File: config.mk
export PLATFORM = sky130hd
export DESIGN_NAME = iir_coeff_loader
export DESIGN_NICKNAME = d
export VERILOG_FILES = /design/src/rtl/iir_pkg.sv /design/src/rtl/iir_coeff_bank.sv /design/src/rtl/iir_coeff_loader.sv
export SDC_FILE = /design/constraint.sdc
export NUM_CORES = 1
export LEC_CHECK = 0
export ABC_CLOCK_PERIOD_IN_PS = 3800
export BUFFER_PORTS_ARGS = -buffer_cell sky130_fd_sc_hd__buf_2
export CORE_MARGIN = 5
export CORE_UTILIZATION = 34
export DETAILED_ROUTE_END_ITERATION = 8
export GPL_TIMING_DRIVEN = 0
export PLACE_DENSITY = 0.58
export SLEW_MARGIN = 5
export SYNTH_ARGS = -nofsm -noshare
export SYNTH_HDL_FRONTEND = slang
export SYNTH_HIERARCHICAL = 1
export SYNTH_SLANG_ARGS = --single-unit
export TNS_END_PERCENT = 5
File: constraint.sdc
create_clock -name clk -period 3.8 [get_ports clk]
set_clock_uncertainty 0.05 [all_clocks]
set_input_delay 0.76 -clock clk [delete_from_list [all_inputs] [get_ports clk]]
set_output_delay 0.76 -clock clk [all_outputs]
set_load 0.02 [all_outputs]
File: src/rtl/iir_pkg.sv
// Shared types and constants for the IIR coefficient loader.
// Optional feature macro: COEFF_CHECKSUM_EN (adds the CHECK state).
package iir_pkg;

  localparam int unsigned DEF_TAP_WIDTH    = 16;
  localparam int unsigned DEF_FF_TAP_COUNT = 4;
  localparam int unsigned DEF_FB_TAP_COUNT = 3;
  localparam int unsigned DEF_UNITY_SHIFT  = DEF_TAP_WIDTH - 3;

`ifdef COEFF_CHECKSUM_EN
  typedef enum logic [2:0] {
    ST_IDLE,
    ST_LOAD,
    ST_CHECK,
    ST_DRAIN,
    ST_PEND
  } load_state_e;
`else
  typedef enum logic [2:0] {
    ST_IDLE,
    ST_LOAD,
    ST_DRAIN,
    ST_PEND
  } load_state_e;
`endif

  // Unity-gain coefficient for a given output scaling shift.
  function automatic logic [31:0] unity_coeff(input int unsigned shift);
    return 32'd1 << shift;
  endfunction

endpackage

File: src/rtl/iir_coeff_bank.sv
// Shadow/active coefficient register pair. Shadow is written word by word;
// commit copies it to the active bank in one edge. Reset gives pass-through.
module iir_coeff_bank
  import iir_pkg::*;
#(
  parameter int unsigned TAP_WIDTH   = DEF_TAP_WIDTH,
  parameter int unsigned TAP_COUNT   = DEF_FF_TAP_COUNT + DEF_FB_TAP_COUNT,
  parameter int unsigned UNITY_SHIFT = TAP_WIDTH - 3,
  parameter int unsigned IDX_WIDTH   = 3
) (
  input  logic                           clk,
  input  logic                           reset_n,
  input  logic                           wr_en,
  input  logic [IDX_WIDTH-1:0]           wr_idx,
  input  logic [TAP_WIDTH-1:0]           wr_data,
  input  logic                           clear,
  input  logic                           commit,
  output logic [TAP_COUNT*TAP_WIDTH-1:0] active
);

  localparam int unsigned SEL_WIDTH = (TAP_COUNT > 1) ? $clog2(TAP_COUNT) : 1;
  localparam logic [TAP_WIDTH-1:0] UNITY = TAP_WIDTH'(unity_coeff(UNITY_SHIFT));

  logic [TAP_WIDTH-1:0] shadow [TAP_COUNT];
  logic [TAP_WIDTH-1:0] act    [TAP_COUNT];
  logic [SEL_WIDTH-1:0] sel;

  assign sel = SEL_WIDTH'(wr_idx);

  // Shadow bank: cleared on reset or frame error, otherwise written by index.
  always_ff @(posedge clk) begin
    if (!reset_n || clear) begin
      for (int unsigned i = 0; i < TAP_COUNT; i++) shadow[i] <= '0;
    end else if (wr_en && (32'(wr_idx) < TAP_COUNT)) begin
      shadow[sel] <= wr_data;
    end
  end

  // Active bank: pass-through on reset, whole-bank copy on commit.
  always_ff @(posedge clk) begin
    if (!reset_n) begin
      act[0] <= UNITY;
      for (int unsigned i = 1; i < TAP_COUNT; i++) act[i] <= '0;
    end else if (commit) begin
      act <= shadow;
    end
  end

  // Pack active taps, tap 0 in the LSBs.
  always_comb begin
    active = '0;
    for (int unsigned i = 0; i < TAP_COUNT; i++) begin
      active[i*TAP_WIDTH +: TAP_WIDTH] = act[i];
    end
  end

endmodule

File: src/rtl/iir_coeff_loader.sv
// Framed coefficient loader for the variable IIR filter. Stages B then A taps
// in a shadow bank and swaps them to the active bank on a sample strobe.
// Optional feature macro: COEFF_CHECKSUM_EN (trailing zero-sum checksum word).
module iir_coeff_loader
  import iir_pkg::*;
#(
  parameter int unsigned TAP_WIDTH    = DEF_TAP_WIDTH,
  parameter int unsigned FF_TAP_COUNT = DEF_FF_TAP_COUNT,
  parameter int unsigned FB_TAP_COUNT = DEF_FB_TAP_COUNT,
  parameter int unsigned UNITY_SHIFT  = TAP_WIDTH - 3
) (
  input  logic                              clk,
  input  logic                              reset_n,
  input  logic                              s_valid,
  output logic                              s_ready,
  input  logic [TAP_WIDTH-1:0]              s_data,
  input  logic                              s_last,
  input  logic                              sample_strobe,
  output logic [FF_TAP_COUNT*TAP_WIDTH-1:0] b_coeffs,
  output logic [FB_TAP_COUNT*TAP_WIDTH-1:0] a_coeffs,
  output logic                              coeff_swap,
  output logic                              load_err,
  output logic                              busy
);

  localparam int unsigned COEF_COUNT = FF_TAP_COUNT + FB_TAP_COUNT;
`ifdef COEFF_CHECKSUM_EN
  localparam int unsigned WORD_COUNT = COEF_COUNT + 1;
`else
  localparam int unsigned WORD_COUNT = COEF_COUNT;
`endif
  localparam int unsigned CNT_WIDTH = $clog2(WORD_COUNT + 1);

  load_state_e                     state, state_next;
  logic [CNT_WIDTH-1:0]            cnt, cnt_next;
  logic                            xfer, is_final;
  logic                            wr_en, clear, commit, err_next;
  logic [COEF_COUNT*TAP_WIDTH-1:0] active;

  assign s_ready  = reset_n && (state == ST_IDLE || state == ST_LOAD || state == ST_DRAIN);
  assign xfer     = s_valid && s_ready;
  assign is_final = (32'(cnt) == WORD_COUNT - 1);
  assign busy     = reset_n && (state != ST_IDLE);

`ifdef COEFF_CHECKSUM_EN
  logic [TAP_WIDTH-1:0] acc;

  // Running modulo-2^W sum of the frame; restarts on the first word.
  always_ff @(posedge clk) begin
    if (!reset_n) begin
      acc <= '0;
    end else if (xfer) begin
      acc <= ((cnt == '0) ? '0 : acc) + s_data;
    end
  end
`endif

  // State, word counter and registered one-cycle pulses.
  always_ff @(posedge clk) begin
    if (!reset_n) begin
      state      <= ST_IDLE;
      cnt        <= '0;
      load_err   <= 1'b0;
      coeff_swap <= 1'b0;
    end else begin
      state      <= state_next;
      cnt        <= cnt_next;
      load_err   <= err_next;
      coeff_swap <= commit;
    end
  end

  // Next-state, shadow write/clear and commit decode.
  // IDLE and LOAD share one path: in IDLE the counter is always zero.
  always_comb begin
    state_next = state;
    cnt_next   = cnt;
    wr_en      = 1'b0;
    clear      = 1'b0;
    commit     = 1'b0;
    err_next   = 1'b0;
    unique case (state)
      ST_IDLE, ST_LOAD: begin
        if (xfer) begin
          wr_en = (32'(cnt) < COEF_COUNT);
          if (is_final) begin
            cnt_next = '0;
            if (s_last) begin
`ifdef COEFF_CHECKSUM_EN
              state_next = ST_CHECK;
`else
              state_next = ST_PEND;
`endif
            end else begin
              err_next   = 1'b1;
              clear      = 1'b1;
              state_next = ST_DRAIN;
            end
          end else if (s_last) begin
            err_next   = 1'b1;
            clear      = 1'b1;
            cnt_next   = '0;
            state_next = ST_IDLE;
          end else begin
            cnt_next   = cnt + CNT_WIDTH'(1);
            state_next = ST_LOAD;
          end
        end
      end
`ifdef COEFF_CHECKSUM_EN
      ST_CHECK: begin
        if (acc == '0) begin
          state_next = ST_PEND;
        end else begin
          err_next   = 1'b1;
          clear      = 1'b1;
          state_next = ST_IDLE;
        end
      end
`endif
      ST_DRAIN: begin
        if (xfer && s_last) state_next = ST_IDLE;
      end
      ST_PEND: begin
        if (sample_strobe) begin
          commit     = 1'b1;
          state_next = ST_IDLE;
        end
      end
      default: state_next = ST_IDLE;
    endcase
  end

  iir_coeff_bank #(
    .TAP_WIDTH  (TAP_WIDTH),
    .TAP_COUNT  (COEF_COUNT),
    .UNITY_SHIFT(UNITY_SHIFT),
    .IDX_WIDTH  (CNT_WIDTH)
  ) u_bank (
    .clk    (clk),
    .reset_n(reset_n),
    .wr_en  (wr_en),
    .wr_idx (cnt),
    .wr_data(s_data),
    .clear  (clear),
    .commit (commit),
    .active (active)
  );

  assign b_coeffs = active[FF_TAP_COUNT*TAP_WIDTH-1:0];
  assign a_coeffs = active[COEF_COUNT*TAP_WIDTH-1:FF_TAP_COUNT*TAP_WIDTH];

endmodule

; Word level (Yosys, flattened, before mapping)
; Cells that the tools add are included.
[totals]
register_bits = 232
in_bits = 21
out_inout_bits = 116
[classes]
addsub = 1
n_lt_le_gt_ge = 3
n_eq_ne = 7
muxes = 21
n_bitwise = 1
reduce_logical = 15
[ops]
columns = operator, count
row1 = bitwise mux 112 bit, 1
row2 = demux 16 bit (select 3 bit), 1
row3 = two-way mux 3 bit, 6
row4 = two-way mux 16 bit, 1
row5 = two-way mux 1 bit, 11
row6 = one-hot mux 3 bit (3 select lines), 1
row7 = "equality test 3 x 2 -> 1 bit, second input constant", 2
row8 = logical AND 1 bit, 6
row9 = ">= comparator 4 bit, second input constant", 1
row10 = "< comparator 4 x 1 -> 1 bit, second input constant", 1
row11 = "!= test 2 bit, second input constant", 2
row12 = NOT 3 -> 4 bit, 1
row13 = "adder 3 x 1 -> 3 bit, second input constant", 1
row14 = "equality test 3 x 1 -> 1 bit, second input constant", 1
row15 = "equality test 3 bit, second input constant", 1
row16 = zero test 3 bit, 1
row17 = logical OR 1 bit, 3
row18 = "< comparator 3 bit, second input constant", 1
row19 = AND reduction 3 bit, 1
row20 = nonzero test 3 bit, 1
row21 = "!= test 2 x 1 -> 1 bit, second input constant", 1
row22 = AND reduction 2 bit, 1
row23 = OR reduction 2 bit, 1
row24 = zero test 1 bit, 1

; Logic depth before layout (Yosys ltp)
; Gate-level depths: netlist (run 1).
[logic_depth]
word_depth = 8
mapped_depth = 9
mapped_depth_nobuf = 7

; Modules after synthesis
; Netlist (run 1), hierarchy kept.
[by_module_without_submodules]
columns = mod, n_inst, cells_per_inst, area_per_inst_um2, seq_area_each_um2
row1 = iir_coeff_bank, 1, 764, 8778.4, 4484.3
row2 = iir_coeff_loader, 1, 40, 374.1, 140.1

; Worst setup path after synthesis (run 1)
; OpenSTA, ideal clock, no wires.
[synth_timing]
kind = input -> register
from = in reset_n
to = reg u_bank/shadow[101] (netlist name)
setup_time_ns = 0.127
arrival_time_ns = 2.227
slack_ns = 1.396
stages = 7
path_buffers = 3
cell_sequence = buf_4 > nand3b_4 > a31oi_1 > or4b_1 > buf_6 > buf_12 > mux2i_1
[synth_via]
elab_chain_cells = 5
word_cells_on_any_way = 9
cone_classes = mux (4) / reduce/logical (5)
[synth_rtl]
columns = item, line_no
row1 = "start, declared", iir_coeff_loader.sv:13  ; input logic reset_n,
row2 = logical AND 1 bit, iir_coeff_loader.sv:40  ; assign s_ready = reset_n && (state == ST_IDLE || state == ST_LOAD || state == ST_DRAIN);
row3 = logical AND 1 bit, iir_coeff_loader.sv:41  ; assign xfer = s_valid && s_ready;
row4 = two-way mux 1 bit, iir_coeff_loader.sv:84  ; if (xfer) begin
row5 = two-way mux 1 bit, iir_coeff_loader.sv:82  ; unique case (state)
row6 = net wr_en, iir_coeff_loader.sv:37  ; logic wr_en, clear, commit, err_next;
row7 = logical AND 1 bit, iir_coeff_bank.sv:34  ; end else if (wr_en && (32'(wr_idx) < TAP_COUNT)) begin
row8 = "end signal, assigned by index", iir_coeff_bank.sv:35  ; shadow[sel] <= wr_data;
row9 = "end, declared", iir_coeff_bank.sv:24  ; logic [TAP_WIDTH-1:0] shadow [TAP_COUNT];
; The timed path passes the listed nets, and every way through them passes these cells.
; A chain may end at the register's enable or synchronous reset.

; Worst setup path in the final report (run 1)
[layout_timing]
from = reg cnt[0]
to = reg u_bank/shadow[10] (netlist name)
[layout_via]
word_cells_on_any_way = 16
cone_classes = order compare (3) / eq/ne (1) / mux (8) / bitwise (1) / reduce/logical (3)
[layout_lines]
columns = item, line_no
row1 = "start, declared", iir_coeff_loader.sv:35  ; logic [CNT_WIDTH-1:0] cnt, cnt_next;
row2 = "start signal, assigned", iir_coeff_loader.sv:67  ; cnt <= cnt_next;
row3 = equality test 3 bit, iir_coeff_loader.sv:42  ; assign is_final = (32'(cnt) == WORD_COUNT - 1);
row4 = two-way mux 1 bit, iir_coeff_loader.sv:86  ; if (is_final) begin
row5 = two-way mux 1 bit, iir_coeff_loader.sv:84
row6 = two-way mux 1 bit, --
row7 = net clear, iir_coeff_loader.sv:37
row8 = logical OR 1 bit, iir_coeff_bank.sv:32  ; if (!reset_n || clear) begin
; The timed path passes the listed nets, and every way through them passes these cells.

==> summary.md, run 1 <==
| Metric | Value |
|---|---|
| Outcome | `completed` |
| Routed wire length | `24.3 mm` |
| Filler cell count | `between 2000 and 3000` |
| Worst R2R Path Depth | `9` |
| Crit path max-delay family | `simple AND/OR/NAND/NOR gates` |
| Xor and xnor area share after synthesis | `0.000957` |
| Hold Crit Class | `reg2reg` |
| Fin crit period | `3.10 ns` |
| # DRC | `0` |
| Ys Warns | `6` |
| Clock transition at path regs | `0.06 ns` |
| R2r startpoint | `cnt[0]` |
| Synth top area share | `0.505` |
| Crit-path max cell delay | `approximately 0.61 ns` |
| Vias | `roughly 6200` |
| CP Class | `reg2reg` |
| Post-synthesis compound-gate area fraction | `0.00930` |
| Overall routing resource usage | `0.153` |
| H-tree levels | `1` |
| CTS root buffer | `clkbuf_16` |
| WHS Path Cells | `2` |
| Crit. path cell count | `9` |
| Mux cell area share after synthesis | `0.245` |
| Crit path buf inv count | `3` |
| DP Cell Count | `1280` |
| Seq/Total Area, Yosys | `0.505` |
| Count leader, synth | `dfxtp_1` |
| Post-Synth Adder-Cell Area | `0.00273` |
| FF-to-FF setup slack | `between 0.6 and 0.7 ns` |
| Final setup viols | `0` |
| Initial antenna violation count | `0` |
| Number of max-cap violations | `0` |
| Top FF cell, synth | `dfxtp_1` |
| Placement Rows | `60` |
| Final hold slack | `approximately 0.43 ns` |
| Die area | `30300 um^2` |
| Final WS setup | `0.697 ns` |
| # clock sinks | `~230` |
| Synth Net Count | `827` |
| EDFF count, synth | `0` |
| Post-CTS setup buffer count | `0` |
| Final ANT Viol Nets | `0` |
| Die width | `between 150 and 200 um` |
| WP data required | `just over 4 ns` |
| Worst EP arrival | `3.41 ns` |
| Netlist cell types | `31` |
| CP max stage cell | `nand3b_1` |
| Asr flop ratio synth | `0` |
| WL/cell | `approximately 18 um` |
| Final Hold Violating Endpoints | `0` |
| Syn Area/Cell | `between 10 and 15 um^2` |
| CTS tree | `built` |
| Leakage power | `about 4.7 nW` |
| Final cell count without fillers | `around 1300` |
| Final worst path period share | `0.817` |
| Inserted Diodes | `0` |
| Reg2reg end | `u_bank/shadow[10]` |
| P per Cell Area | `between 400 and 500 nW/um^2` |
| Pre-CTS setup slack | `between 0.6 and 0.7 ns` |
| DRT Pass-1 Iters | `5` |
| Later-pin clock latency in the skew report | `0.51 ns` |
| HPWL Detailed | `~17 mm` |
| RSZ-0062 raised after global routing | `false` |
| Initial DRC Count | `between 300 and 400` |
| Die Y-Extent | `about 170 um` |
| Relative slew slack | `0.438` |
| Hold Path End | `u_bank/active[13]` |
| Cells after Synth | `roughly 800` |
| PortBufs | `between 100 and 150` |
| # hold bufs at CTS | `0` |
| FMAX | `322 MHz` |
| Share of cells above drive strength 1 | `0.210` |
| Largest family of logic cells by synthesized area | `multiplexers` |
| Crit-path most repeated cell | `clkbuf_1` |
| Max VDD drop | `between 0.0002 and 0.00025 V` |
| Crit path max fanout | `13` |
| TritonCTS buffer count | `25` |
| Synth-to-layout area growth | `20.6%` |
| Worst slew pin tran | `roughly 0.84 ns` |
| Largest net degree at the start of global routing | `14` |
| Final Core Density | `0.413` |
| Worst Setup End Kind | `flip-flop` |
| Yosys reg bits | `231` |
| Startpoint type of the worst setup path | `flip-flop` |
| Top post-synthesis cells by count | `231 x dfxtp_1, 224 x mux2i_1, 129 x nand3b_1, 111 x nor2b_1, 40 x clkbuf_1` |
| Starting Density | `0.342` |
| Area contributors post-synth | `dfxtp_1 51%, mux2i_1 24%, nand3b_1 11%, nor2b_1 7.6%, clkbuf_1 1.6%` |
| Vias in the first global route | `between 6000 and 7000` |
| Synthesized area | `roughly 9200 um^2` |
| First-pass GRT wire length | `~37 mm` |
| Hold Crit Start | `u_bank/shadow[109]` |
| GP Congestion | `around 0.74` |
| CP Cell Sequence | `inv_1 > ha_1 > nand2_1 > xnor2_1 > nor2_1 > clkbuf_1 > clkbuf_1 > nand3b_1 > mux2i_1` |
| Post-CTS sizing | `0` |
| Post-Synth Simple-Gate Area | `0.201` |
| Core area | `around 27000 um^2` |
| Layout Nets | `between 900 and 1000` |
| GR Overflow Total | `0` |
| Vias per cell | `roughly 4.7` |
| CTS max path bufs | `3` |
| I/O Pins | `approximately 140` |
| Slew Viols, Final | `0` |
| Setup TNS Final | `0 ns` |
| Area leader, netlist | `dfxtp_1` |
state kept, by name, indices dropped and copies added (netlist names):
register       count
u_bank/shadow    112
cnt                3
load_err           1
state              2
coeff_swap         1
u_bank/active    112
cells in the final DEF (no fill, tap or decap), drive strengths merged:
| cell type | n |
|---|---|
| o21ai | 4 |
| nand4b | 3 |
| mux2i | 224 |
| nor3 | 1 |
| ha | 2 |
| and4bb | 1 |
| or4b | 2 |
| xnor2 | 1 |
| nor2b | 111 |
| o21a | 1 |
| a21boi | 3 |
| clkbuf | 80 |
| inv | 2 |
| a31oi | 2 |
| buf | 164 |
| nor2 | 3 |
| nand2 | 4 |
| and2b | 1 |
| o221a | 2 |
| dfxtp | 231 |
| and2 | 3 |
| and3 | 1 |
| clkinv | 3 |
| nand4bb | 2 |
| or4bb | 1 |
| nand3b | 130 |
report_power, final:
part,internal [mW],switching (mW),total (mW)
sequential,2.44,0.0117,2.45
clock,1.38,0.943,2.32
combinational,0.0887,0.145,0.234
final cells by class:
class                      count  area, um^2  share of cell area
multi-input combinational    502        4200               0.381
timing repair buffer         135         676              0.0612
tap                          341         427              0.0386
clock buffer                  40         772              0.0699
sequential                   231        4620               0.419
buffer                        69         318              0.0288
clock inverter                 3        15.0             0.00136
inverter                       2        7.51            0.000680
routing by layer:
layer,part of all wire,GRT usage,up-vias
li1,-,-,3121
met3,0.054,0.0344,36
met4,0.019,0.0317,0
met1,0.48,0.216,2951
met2,0.44,0.240,141
met5,0,0,-
tightest hold or removal path, stage by stage (launching register included):
cell and delay, ns:
dfxtp_1 0.33, mux2i_1 0.07, nand2_1 0.06
cell families (layout without fill, tap and decap cells):
family / after synthesis / after routing
mux: 224 / 224
xor+xnor: 1 / 1
buf+inv: 71 / 249
fa+ha+maj: 2 / 2
compound gates: 12 / 12
flops: 231 / 231
simple gates: 263 / 263
worst max-delay path by stage:
stage                       start                  to  slack [ns]
after floorplan           reset_n  u_bank/shadow[101]        1.40
after global placement     s_last   u_bank/shadow[90]        0.63
after detailed placement   s_last   u_bank/shadow[10]        0.64
after CTS                  cnt[1]   u_bank/shadow[10]        0.67
after global routing       cnt[1]   u_bank/shadow[90]        0.42
final                      cnt[0]   u_bank/shadow[10]        0.70
per-stage QoR:
step	cell area [um^2]	total power, mW
2_1_floorplan	9150	2.64
3_3_place_gp	10300	2.74
3_5_place_dp	10300	2.74
4_1_cts	11000	5.07
5_1_grt	11000	5.19
6_report	11000	5.00
Note: power is estimated with default switching activity, not from simulation.
==> run 2, diff against run 1 <==
--- a/config.mk
+++ b/config.mk
@@ -5,7 +5,7 @@
 export SDC_FILE = /design/constraint.sdc
 export NUM_CORES = 1
 export LEC_CHECK = 0
-export ABC_CLOCK_PERIOD_IN_PS = 3800
+export ABC_CLOCK_PERIOD_IN_PS = 2900
 export BUFFER_PORTS_ARGS = -buffer_cell sky130_fd_sc_hd__buf_2
 export CORE_MARGIN = 5
 export CORE_UTILIZATION = 34
==> constraint.sdc (replaced) <==
create_clock -name clk -period 2.9 [get_ports clk]
set_clock_uncertainty 0.05 [all_clocks]
set_input_delay 0.58 -clock clk [delete_from_list [all_inputs] [get_ports clk]]
set_output_delay 0.58 -clock clk [all_outputs]
set_load 0.02 [all_outputs]
==> summary.md, run 2 (same netlist as run 1, synthesis figures left out) <==
| Metric | Value |
|---|---|
| CP Class | `reg2reg` |
| Placement Rows | `60` |
| H-tree levels | `1` |
| GR Overflow Total | `0` |
| Clock Power Share | `0.464` |
| Worst Setup End Kind | `flip-flop` |
| WP data required | `3.27 ns` |
| GP Congestion | `0.744` |
| CP Cell Sequence | `inv_1 > ha_1 > nand2_1 > xnor2_2 > nor2_1 > clkbuf_2 > clkbuf_2 > nand3b_1 > mux2i_1` |
| Relative slew slack | `0.433` |
| Die Y-Extent | `~170 um` |
| WL/cell | `around 18 um` |
| Crit path max-delay family | `simple AND/OR/NAND/NOR gates` |
| Most frequent cells in the layout | `229 x dfxtp_1, 224 x mux2i_1, 160 x buf_2, 129 x nand3b_1, 111 x nor2b_1` |
| Initial DRC Count | `around 360` |
| Internal power | `roughly 5 mW` |
| Synth-to-layout area growth | `21.1%` |
| HPWL Detailed | `16.6 mm` |
| R2r startpoint | `cnt[0]` |
| WHS Path Cells | `2` |
| Routed wire length | `roughly 24 mm` |
| Filler cell count | `roughly 2600` |
| Die area | `a little over 30000 um^2` |
| Starting Density | `0.342` |
| Hold Path End | `coeff_swap` |
| Worst slew pin tran | `between 0.8 and 0.9 ns` |
| Hold Crit Start | `reset_n` |
| Share of cells above drive strength 1 | `0.218` |
| Final hold slack | `0.327 ns` |
| Crit-path max cell delay | `about 0.60 ns` |
| Overall routing resource usage | `0.153` |
| Flop pwr share | `0.489` |
| Crit-path most repeated cell | `clkbuf_2` |
| Worst EP arrival | `3.04 ns` |
| First-pass GRT wire length | `36.8 mm` |
| Commonest non-fill, non-tap cell in the layout | `dfxtp_1` |
| Initial antenna violation count | `0` |
| Crit path max fanout | `13` |
| CTS tree | `built` |
| Net Switching | `about 1.4 mW` |
| Startpoint type of the worst setup path | `flip-flop` |
| RSZ-0062 raised after global routing | `false` |
| Outcome | `completed` |
| # hold bufs at CTS | `0` |
| CP max stage cell | `nand3b_1` |
| CTS root buffer | `clkbuf_16` |
| Gate power share | `0.048` |
| Die width | `approximately 170 um` |
| FF-to-FF setup slack | `about 0.23 ns` |
| Final Hold Violating Endpoints | `0` |
| Final ANT Viol Nets | `0` |
| Leakage power | `~4.7 nW` |
| I/O Pins | `roughly 140` |
| Core area | `26700 um^2` |
| Switch share | `0.220` |
| Slew Viols, Final | `0` |
| Fin crit period | `roughly 2.7 ns` |
| Clock transition at path regs | `approximately 0.06 ns` |
| Hold Crit Class | `in2reg` |
| Vias | `approximately 6300` |
| Layout Nets | `between 900 and 1000` |
| DRT Pass-1 Iters | `4` |
| Worst R2R Path Depth | `9` |
| Vias in the first global route | `approximately 6200` |
| Number of max-cap violations | `0` |
| FMAX | `roughly 370 MHz` |
| Reg2reg end | `u_bank/shadow[91]` |
| CTS max path bufs | `3` |
| Crit path buf inv count | `3` |
| Vias per cell | `4.75` |
| Max VDD drop | `~0.00032 V` |
| Largest net degree at the start of global routing | `14` |
| Inserted Diodes | `0` |
| PortBufs | `between 100 and 150` |
| Later-pin clock latency in the skew report | `about 0.51 ns` |
| Final setup viols | `0` |
| # clock sinks | `approximately 230` |
| P per Cell Area | `between 500 and 600 nW/um^2` |
| Final Core Density | `0.415` |
| TritonCTS buffer count | `25` |
| Final worst path period share | `0.921` |
| # DRC | `0` |
## run 2: cell count changes in the layout (fill, tap and decap cells not counted)
cell      previous run  this run
buf_4                1         5
dfxtp_2              0         2
clkbuf_2             0         2
xnor2_1              1         0
dfxtp_1            231       229
clkbuf_1            46        44
xnor2_2              0         1
## run 2: worst max-delay path by stage
| stage | slack [ns] | depth (start not counted) | to | start |
|---|---|---|---|---|
| after floorplan | 0.68 | 7 | u_bank/shadow[101] | reset_n |
| after CTS | 0.03 | 9 | u_bank/shadow[76] | cnt[0] |
| after detailed placement | -0.21 | 9 | u_bank/shadow[10] | cnt[0] |
| after global placement | -0.21 | 8 | u_bank/shadow[90] | cnt[1] |
| after global routing | 0.07 | 9 | u_bank/shadow[75] | cnt[0] |
| final | 0.23 | 9 | u_bank/shadow[91] | cnt[0] |
## run 2: cell type report
| cell class | instances | area (um^2) | area share |
|---|---|---|---|
| buffer | 69 | 320 | 0.0289 |
| clock buffer | 40 | 772 | 0.0696 |
| clock inverter | 3 | 15.0 | 0.00135 |
| inverter | 2 | 7.51 | 0.000677 |
| multi-input combinational | 502 | 4210 | 0.380 |
| sequential | 231 | 4630 | 0.417 |
| tap | 341 | 427 | 0.0385 |
| timing repair buffer | 139 | 706 | 0.0637 |
## run 2: what timing repair did
action / CTS / global route
setup buffers: 2 / 2
gates resized for setup: 3 / 2
setup endpoints to repair: 49 / 39
## run 2: layer usage
layer  global-route usage  part of all wire
met5                    0                 0
met4               0.0340             0.022
met3               0.0344             0.049
met2                0.239              0.44
met1                0.216              0.49
## run 2: power by group through the flow
| stage | registers [mW] | clock network [mW] | logic [mW] |
|---|---|---|---|
| 6_report | 3.21 | 3.04 | 0.313 |
| 3_5_place_dp | 3.28 | 0 | 0.309 |
| 3_3_place_gp | 3.28 | 0 | 0.310 |
| 4_1_cts | 3.21 | 3.13 | 0.312 |
| 2_1_floorplan | 3.27 | 0 | 0.194 |
| 5_1_grt | 3.21 | 3.27 | 0.330 |
## run 2: stage by stage
stage / TNS (ns) / power [mW] / cells / instance area [um^2] / setup slack (ns)
final: 0 / 6.56 / 1327 / 11100 / 0.230
after global routing: 0 / 6.80 / 1327 / 11100 / 0.0745
after CTS: 0 / 6.65 / 1325 / 11100 / 0.0287
after detailed placement: -7.10 / 3.58 / 1280 / 10300 / -0.213
after global placement: -7.23 / 3.59 / 1280 / 10300 / -0.212
after floorplan: 0 / 3.47 / 804 / 9150 / 0.676
==> run 3, diff against run 2 <==
--- a/config.mk
+++ b/config.mk
@@ -5,7 +5,7 @@
 export SDC_FILE = /design/constraint.sdc
 export NUM_CORES = 1
 export LEC_CHECK = 0
-export ABC_CLOCK_PERIOD_IN_PS = 2900
+export ABC_CLOCK_PERIOD_IN_PS = 3150
 export BUFFER_PORTS_ARGS = -buffer_cell sky130_fd_sc_hd__buf_2
 export CORE_MARGIN = 5
 export CORE_UTILIZATION = 34
==> constraint.sdc (replaced) <==
create_clock -name clk -period 3.15 [get_ports clk]
set_clock_uncertainty 0.05 [all_clocks]
set_input_delay 0.63 -clock clk [delete_from_list [all_inputs] [get_ports clk]]
set_output_delay 0.63 -clock clk [all_outputs]
set_load 0.02 [all_outputs]
==> summary.md, run 3 (same netlist as run 1, synthesis figures left out) <==
| Metric | Value |
|---|---|
| HPWL Detailed | `about 17 mm` |
| RSZ-0062 raised after global routing | `true` |
| Clock Power Share | `0.464` |
| Final worst path period share | `0.966` |
| Inserted Diodes | `0` |
| Vias in the first global route | `6133` |
| Crit-path max cell delay | `roughly 0.58 ns` |
| Relative slew slack | `0.442` |
| Final setup viols | `0` |
| CP max stage cell | `nand3b_1` |
| Later-pin clock latency in the skew report | `0.50 ns` |
| Layout Nets | `around 990` |
| Vias | `between 6000 and 7000` |
| Gate power share | `0.047` |
| Routed wire length | `about 24 mm` |
| H-tree levels | `1` |
| Internal power | `4.71 mW` |
| Initial DRC Count | `~400` |
| PortBufs | `135` |
| Fin crit period | `a little over 3 ns` |
| # DRC | `0` |
| Vias per cell | `4.72` |
| Clock transition at path regs | `roughly 0.06 ns` |
| I/O Pins | `approximately 140` |
| CTS max path bufs | `3` |
| Crit path max-delay family | `simple AND/OR/NAND/NOR gates` |
| Crit-path most repeated cell | `clkbuf_1` |
| GP Congestion | `0.744` |
| CTS tree | `built` |
| Final hold slack | `approximately 0.38 ns` |
| TritonCTS buffer count | `25` |
| Die Y-Extent | `around 170 um` |
| Leakage power | `roughly 4.7 nW` |
| Flop pwr share | `0.489` |
| Slew Viols, Final | `0` |
| Max VDD drop | `between 0.0002 and 0.0003 V` |
| DRT Pass-1 Iters | `4` |
| Placement Rows | `60` |
| Core area | `around 27000 um^2` |
| Die area | `about 30000 um^2` |
| Largest net degree at the start of global routing | `14` |
| Synth-to-layout area growth | `20.8%` |
| Post-CTS sizing | `0` |
| Worst Setup End Kind | `flip-flop` |
| Final Hold Violating Endpoints | `0` |
| Die width | `~170 um` |
| Startpoint type of the worst setup path | `flip-flop` |
| Net Switching | `~1.3 mW` |
| Outcome | `completed` |
| Commonest non-fill, non-tap cell in the layout | `dfxtp_1` |
| Final ANT Viol Nets | `0` |
| FF-to-FF setup slack | `0.11 ns` |
| Number of max-cap violations | `0` |
| Initial antenna violation count | `0` |
| First-pass GRT wire length | `~37 mm` |
| Final Core Density | `0.414` |
| Overall routing resource usage | `0.153` |
| WL/cell | `between 15 and 20 um` |
| Starting Density | `0.342` |
| Hold Crit Class | `in2reg` |
| CTS root buffer | `clkbuf_16` |
| Most frequent cells in the layout | `231 x dfxtp_1, 224 x mux2i_1, 160 x buf_2, 129 x nand3b_1, 111 x nor2b_1` |
| Crit path max fanout | `12` |
| CP Cell Sequence | `ha_1 > nand2_1 > xnor2_1 > nor2_1 > clkbuf_1 > clkbuf_1 > nand3b_1 > mux2i_1` |
| P per Cell Area | `~550 nW/um^2` |
| Share of cells above drive strength 1 | `0.211` |
| GR Overflow Total | `0` |
| Worst EP arrival | `around 3.4 ns` |
| Switch share | `0.220` |
| Worst slew pin tran | `0.837 ns` |
| Crit path buf inv count | `2` |
| CP Class | `reg2reg` |
| WP data required | `3.45 ns` |
| # clock sinks | `231` |
| FMAX | `329 MHz` |
## run 3: changes by cell type in the layout (fill, tap and decap cells not counted), sizes merged
cell  delta
buf      -2
## run 3: layout make-up
| type | count | area (um^2) |
|---|---|---|
| buffer | 69 | 318 |
| inverter | 2 | 7.51 |
| fill | 2639 | 15700 |
| timing repair buffer | 137 | 691 |
| clock inverter | 3 | 15.0 |
| clock buffer | 40 | 772 |
| sequential | 231 | 4620 |
| tap | 341 | 427 |
| multi-input combinational | 502 | 4200 |
## run 3: worst paths after layout
| check | start | end | cells after the start |
|---|---|---|---|
| worst max register to register | cnt[1] | u_bank/shadow[91] | 8 |
| worst max-delay path | cnt[1] | u_bank/shadow[91] | 8 |
| worst min-delay path | reset_n | coeff_swap | 2 |
| worst min register to register | u_bank/shadow[109] | u_bank/active[13] | 2 |
## run 3: metal layers
| layer | up-vias | GRT usage | share of wire |
|---|---|---|---|
| met1 | 2942 | 0.216 | 0.47 |
| met5 | - | 0 | 0 |
| li1 | 3127 | - | - |
| met4 | 0 | 0.0317 | 0.018 |
| met2 | 154 | 0.240 | 0.44 |
| met3 | 32 | 0.0344 | 0.068 |
## run 3: timing repair
action,4_1_cts,5_1_grt
setup endpoints to repair,0,49
hold buffers,0,0
buffers inserted,0,2
## run 3: power groups by stage
stage	clock network [mW]	logic, mW	registers (mW)
2_1_floorplan	0	0.178	3.01
3_3_place_gp	0	0.286	3.02
3_5_place_dp	0	0.285	3.02
4_1_cts	2.89	0.285	2.95
5_1_grt	3.01	0.301	2.95
6_report	2.80	0.285	2.95
## run 3: through the flow
step / std cells / TNS (ns) / power, mW / setup slack, ns / instance area [um^2]
floorplan: 804 / 0 / 3.19 / 0.876 / 9150
global placement: 1280 / 0 / 3.30 / 0.0380 / 10300
detailed placement: 1280 / 0 / 3.30 / 0.0369 / 10300
CTS: 1323 / 0 / 6.12 / 0.0195 / 11000
global route: 1325 / -4.20 / 6.26 / -0.171 / 11100
finish: 1325 / 0 / 6.03 / 0.108 / 11100
